--- config.mk ---
export PLATFORM = sky130hd
export DESIGN_NAME = timer_dev
export DESIGN_NICKNAME = d
export VERILOG_FILES = /design/src/rtl/timer_dev.sv
export SDC_FILE = /design/constraint.sdc
export NUM_CORES = 1
export LEC_CHECK = 0
export BUFFER_PORTS_ARGS = -buffer_cell sky130_fd_sc_hd__buf_2
export CAP_MARGIN = 20
export CELL_PAD_IN_SITES_DETAIL_PLACEMENT = 1
export CELL_PAD_IN_SITES_GLOBAL_PLACEMENT = 1
export CORE_MARGIN = 4
export CORE_UTILIZATION = 30
export CTS_CLUSTER_SIZE = 10
export DETAILED_ROUTE_END_ITERATION = 7
export PLACE_DENSITY_LB_ADDON = 0.1
export SETUP_SLACK_MARGIN = 0.02
export SLEW_MARGIN = 10
export SYNTH_ARGS = -nofsm -noshare
export SYNTH_HDL_FRONTEND = slang
export SYNTH_SLANG_ARGS = --single-unit
--- constraint.sdc ---
create_clock -name clk -period 3.1 [get_ports clk]
set_input_delay 0.62 -clock clk [delete_from_list [all_inputs] [get_ports clk]]
set_output_delay 0.62 -clock clk [all_outputs]
set_load 0.02 [all_outputs]
--- src/rtl/timer_dev.sv ---
// timer_dev: bus-programmable down-counter timer with a masked interrupt; optional auto-reload via TIMER_AUTORELOAD_EN.
// Latency: IRQ rises N+3 edges after the Enable write (PRESET=N); DOUT is combinational; no backpressure, writes always accepted.
module timer_dev #(
    parameter logic [31:0] PRESET_RST = 32'h0
) (
    input  logic        clk,
    input  logic        reset,
    input  logic [3:2]  Addr,
    input  logic        WE,
    input  logic [31:0] DIN,
    output logic [31:0] DOUT,
    output logic        IRQ
);

    typedef enum logic [1:0] {IDLE, LOAD, CNT, INT} state_t;

    state_t      r_state;
    logic [3:0]  r_ctrl;
    logic [31:0] r_preset;
    logic [31:0] r_count;
    logic        r_irq_flag;

    logic        w_wr_ctrl;
    logic        w_wr_preset;
    logic        w_reload;
    logic [3:0]  w_ctrl_wdat;

    assign w_wr_ctrl   = WE && (Addr == 2'd0);
    assign w_wr_preset = WE && (Addr == 2'd1);

`ifdef TIMER_AUTORELOAD_EN
    assign w_ctrl_wdat = DIN[3:0];
    assign w_reload    = (r_ctrl[2:1] == 2'b01);
`else
    assign w_ctrl_wdat = {DIN[3], 2'b00, DIN[0]};
    assign w_reload    = 1'b0;
`endif

    // Later assignments override earlier ones: an INT-entry flag set beats a same-edge write clear.
    always_ff @(posedge clk or posedge reset) begin
        if (reset) begin
            r_state    <= IDLE;
            r_ctrl     <= 4'h0;
            r_preset   <= PRESET_RST;
            r_count    <= 32'h0;
            r_irq_flag <= 1'b0;
        end else begin
            if (w_wr_ctrl)
                r_ctrl <= w_ctrl_wdat;
            if (w_wr_preset)
                r_preset <= DIN;
            if (w_wr_ctrl || w_wr_preset)
                r_irq_flag <= 1'b0;

            case (r_state)
                IDLE: begin
                    if (r_ctrl[0])
                        r_state <= LOAD;
                end
                LOAD: begin
                    r_count <= r_preset;
                    r_state <= CNT;
                end
                CNT: begin
                    if (!r_ctrl[0]) begin
                        r_state <= IDLE;
                    end else if (r_count != 32'h0) begin
                        r_count <= r_count - 32'd1;
                    end else begin
                        r_state    <= INT;
                        r_irq_flag <= 1'b1;
                    end
                end
                INT: begin
                    r_state <= IDLE;
                    // A CTRL write landing on this edge keeps its own Enable value.
                    if (w_reload)
                        r_irq_flag <= 1'b0;
                    else if (!w_wr_ctrl)
                        r_ctrl[0] <= 1'b0;
                end
                default: r_state <= IDLE;
            endcase
        end
    end

    assign IRQ = r_irq_flag & r_ctrl[3];

    always_comb begin
        DOUT = 32'h0;
        case (Addr)
            2'd0:    DOUT = {28'b0, r_ctrl};
            2'd1:    DOUT = r_preset;
            2'd2:    DOUT = r_count;
            default: DOUT = 32'h0;
        endcase
    end

endmodule
After elaboration in Yosys (flattened, before gate mapping)
Cells that the tools add are included.
{"block": "op_classes", "muxes": 15, "n_reduce_logical": 9, "n_addsub": 1, "eq_ne": 9, "bitwise_logic": 1, "multipliers": 0, "magnitude_cmp": 0, "n_shift": 0, "div": 0}
{"op": "one-hot mux 32 bit (3 select lines)", "count": 1}
{"op": "two-way mux 32 bit", "count": 2}
{"op": "one-hot mux 32 bit (2 select lines)", "count": 1}
{"op": "nonzero test 32 bit", "count": 1}
{"op": "subtractor 32 x 1 -> 32 bit (second input constant)", "count": 1}
{"op": "one-hot mux 2 bit (4 select lines)", "count": 1}
{"op": "two-way mux 1 bit", "count": 7}
{"op": "== test 2 bit (second input constant)", "count": 3}
{"op": "two-way mux 2 bit", "count": 3}
{"op": "!= test 2 bit (second input constant)", "count": 3}
{"op": "== test 2 x 1 -> 1 bit (second input constant)", "count": 2}
{"op": "logical NOT 2 bit", "count": 2}
{"op": "!= test 3 bit (second input constant)", "count": 1}
{"op": "AND reduction 3 bit", "count": 1}
{"op": "logical AND 1 bit", "count": 2}
{"op": "AND reduction 2 bit", "count": 1}
{"op": "nonzero test 2 bit", "count": 1}
{"op": "AND 1 bit", "count": 1}
{"op": "logical OR 1 bit", "count": 1}
{"block": "totals", "n_memories": 0, "reg_bits": 69, "latch_bits": 0, "input_bits": 37, "ramBits": 0, "rom_bits": 0, "out_inout_bits": 33}

Depth between registers and ports, before layout
{"block": "logic_depth", "depth_word": 7, "ltp_mapped": 10}

Worst setup path after synthesis
Ideal clock, no wire load.
{"block": "synth_path", "path_kind": "register -> register", "start": "reg r_count[14]", "end": "reg r_count[23]", "setup_time_ps": 121, "t_required_ps": 2979, "synth_period_minus_slack_ps": 2445, "setup_slack_ps": 655, "path_stages_with_launch": 7, "arrival_time_ps": 2325, "cell_sequence": "dfrtp_1 or4_4 or2_1 buf_6 or4_4 a221o_1 a22o_1"}
{"block": "synth_between", "elab_chain_len": 4}
{"item": "start, declared", "line": "20", "rtl": "logic [31:0] r_count;"}
{"item": "start signal, assigned", "line": "61", "rtl": "r_count <= r_preset;"}
{"item": "start signal, assigned", "line": "68", "rtl": "r_count <= r_count - 32'd1;"}
{"item": "subtractor 32 x 1 -> 32 bit", "line": "68"}
{"item": "two-way mux 32 bit", "line": "67", "rtl": "end else if (r_count != 32'h0) begin"}
{"item": "two-way mux 32 bit", "line": "65", "rtl": "if (!r_ctrl[0]) begin"}
{"item": "one-hot mux 32 bit (2 select lines)", "line": "55", "rtl": "case (r_state)"}
Parallel ways exist; a longest one is shown, timed or not. The select of a mux whose other input is x is not followed.
A chain may end at the register's enable or synchronous reset.

Final worst setup path
{"block": "layout_path", "start": "reg r_count[22]", "end": "reg r_count[31]"}
Same word-level chain as after synthesis.

==> metrics.yaml <==
root_buffer: "clkbuf_16"
grt_pass1_vias: 3729
powerDensity_mw_per_mm2: 931
path_clk_slew_ns: 0.06
cts_htree_levels: 3
cp_max_fo: 9
cp.required_ns: 3.33
grt_pass1_wl_mm: 20.7
seq_area_frac_synth_pct: 43.8
yosys.area_share.simple_pct: 13.5
syn-num-nets: 427
r2r_start: "r_count[22]"
syn_area_per_cell_sq_um: 10.1
synth_top_family_by_area: "compound AO/OA/AOI/OAI gates"
p_leak_nw: 2.05
synth-adder-area-share_pct: 0.318
ys_ff_latch: 69
critPathLaunchType: "flop"
netlist_instances: 389
synth_edf_count: 0
synth_xor_xnor_area_share_pct: 0
syn_area_sq_mm: 0.00394
dpl.hpwl_mm: 8.67
drt_drc_violations_left: 0
finalMaxSlewViolations: 0
placementRows: 41
relSlewSlack_pct: 51.7
ys.warnings.count: 0
nFillCells: 1467
clock_skew_ns: 0.00738
grt_max_degree: 40
cts_tree: "yes"
port_buffers: 69
cts.sinks: 69
clock_latency_ns: 0.34
antenna_found_initial: 0
hold_viol_final: 0
ctsResizeCount: 0
cts_hold_buf: 0
numCtsBuffers: 9
worst_slew_pin_slew_ns: 0.723
grtUsageTotal_pct: 17.9
start_util_pct: 31.0
drtIter0Drc: 163
synth_compound_area_share_pct: 27.6
drv_cap: 0
rsz0062_at_grt: "no"
postCtsSetupBuffers: 0
layout_common_cells: "69 x buf_2, 69 x dfrtp_1, 43 x a22o_1"
worst-r2r-setup-slack_ns: 0.49
io-pin-count: 70
fin_crit_ns: 2.61
peakVddDrop_mv: 0.305
drtPass1Iterations: 4
postRouteAntennaNets: 0
totalWireLength_mm: 12.7
clock_path_buffers: 2
reg2regPathDepth: 5
setup_viol: 0
gp_congestion: 0.775
worstSetupEndpointType: "flop"
hold_class: "input port to asynchronous set/reset pin"
die_area_sq_mm: 0.0150
setup_tns_ns: 0
max_freq_ghz: 0.384
crit_arrival_ns: 2.83
critical_path_class: "flop to flop"
viasPerCell: 5.62
nNetsFinal: 494
ys_types: 48
die_w_microns: 123
r2r-end: "r_count[31]"
area_growth_pct: 22.6
ys.flop_type: "dfrtp_1"
grt_overflow: 0
num_vias: 3552
layout-drive-gt1-share_pct: 33.0
async_flop_share_pct: 100
outcome: "complete, no violations"
whs_ns: 0.399
min_period_over_period_pct: 84.1
core-area_sq_mm: 0.0127
antenna_cells: 0
synth.area.mux_share_pct: 10.4
die_y_microns: 123
wl_per_cell_microns: 20.1
-- logic make-up after synthesis --
| logic type | count (synthesis) |
|---|---|
| adder cells (fa/ha/maj) | 1 |
| flip-flops | 69 |
| AND/OR/NAND/NOR | 100 |
| buffers and inverters | 43 |
| AO/OA/AOI/OAI | 139 |
| multiplexers | 37 |
-- sequential cells by signal, indices dropped and copies added, names as in the netlist --
name and flops:
r_irq_flag 1, r_count 32, r_preset 32, r_state 2, r_ctrl 2
-- cell usage after synthesis, types with 3 or more instances --
cell | count | share of area (%)
a211oi_1 | 3 | 0.57
a21oi_1 | 10 | 1.3
a22o_1 | 43 | 9.6
a22oi_1 | 6 | 1.1
a2bb2oi_1 | 3 | 0.67
buf_1 | 4 | 0.38
clkbuf_1 | 30 | 2.9
dfrtp_1 | 69 | 44
inv_1 | 5 | 0.48
mux2_2 | 33 | 9.4
mux2i_1 | 4 | 1.0
nand2_1 | 26 | 2.5
nand2b_1 | 4 | 0.64
nand3_1 | 3 | 0.38
nand4_1 | 6 | 0.95
nor2_1 | 13 | 1.2
nor2b_1 | 4 | 0.64
nor3_1 | 14 | 1.8
nor4_1 | 10 | 1.6
o211ai_1 | 9 | 1.7
o21ai_0 | 18 | 2.3
o221ai_1 | 15 | 3.3
o2bb2ai_1 | 9 | 2.0
o31ai_1 | 6 | 1.1
o41ai_1 | 5 | 1.1
or3_1 | 6 | 0.95
or4_1 | 3 | 0.57
-- per-stage QoR --
stage	power, W	cell area (sq um)	setup slack [ns]	instances	utilization [%]
2_1_floorplan	0.00286	3940	0.655	389	-
3_3_place_gp	0.00350	4550	0.511	617	35.8
3_5_place_dp	0.00353	4550	0.520	617	35.8
4_1_cts	0.00453	4830	0.501	632	38.0
5_1_grt	0.00483	4830	0.194	632	38.0
6_report	0.00450	4830	0.494	632	38.0
-- power by group --
group / leakage [nW] / internal, W / switching (W)
logic: 1.08 / 0.000822 / 0.00110
registers: 0.834 / 0.00121 / 0.000383
clock network: 0.139 / 0.000602 / 0.000384
total: 2.05 / 0.00263 / 0.00187
-- worst max-delay path: stages (launching register included) --
cell	delay, ns
dfrtp_1	0.45
or4_1	0.59
or4_1	0.68
nor4_1	0.45
o221ai_1	0.17
o2bb2ai_1	0.15
-- how the worst max path moves through the flow --
stage	startpoint	endpoint	slack (ns)	depth (start not counted)
floorplan	r_count[14]	r_count[23]	0.65	6
CTS	r_count[14]	r_count[23]	0.50	5
detailed placement	r_count[14]	r_count[23]	0.52	5
global route	r_count[14]	r_count[30]	0.19	6
finish	r_count[22]	r_count[31]	0.49	5
global placement	r_count[22]	r_count[31]	0.51	5
-- routing by layer --
metal | track usage [%] | part of all wire (%)
met5 | 0 | 0
met4 | 5.74 | 0.86
met3 | 3.13 | 3.5
met2 | 27.2 | 45
met1 | 25.8 | 50
-- cell type report --
type	instances	area [sq um]	share of cell area, %
well taps	172	215	4.45
repair buffers	93	538	11.1
clock inverters	1	5.00	0.104
clock buffers	14	274	5.67
inverters	6	22.5	0.466
multi-input cells	277	2050	42.4
flip-flops and latches	69	1730	35.7
Note: power is estimated with default switching activity, not from simulation.
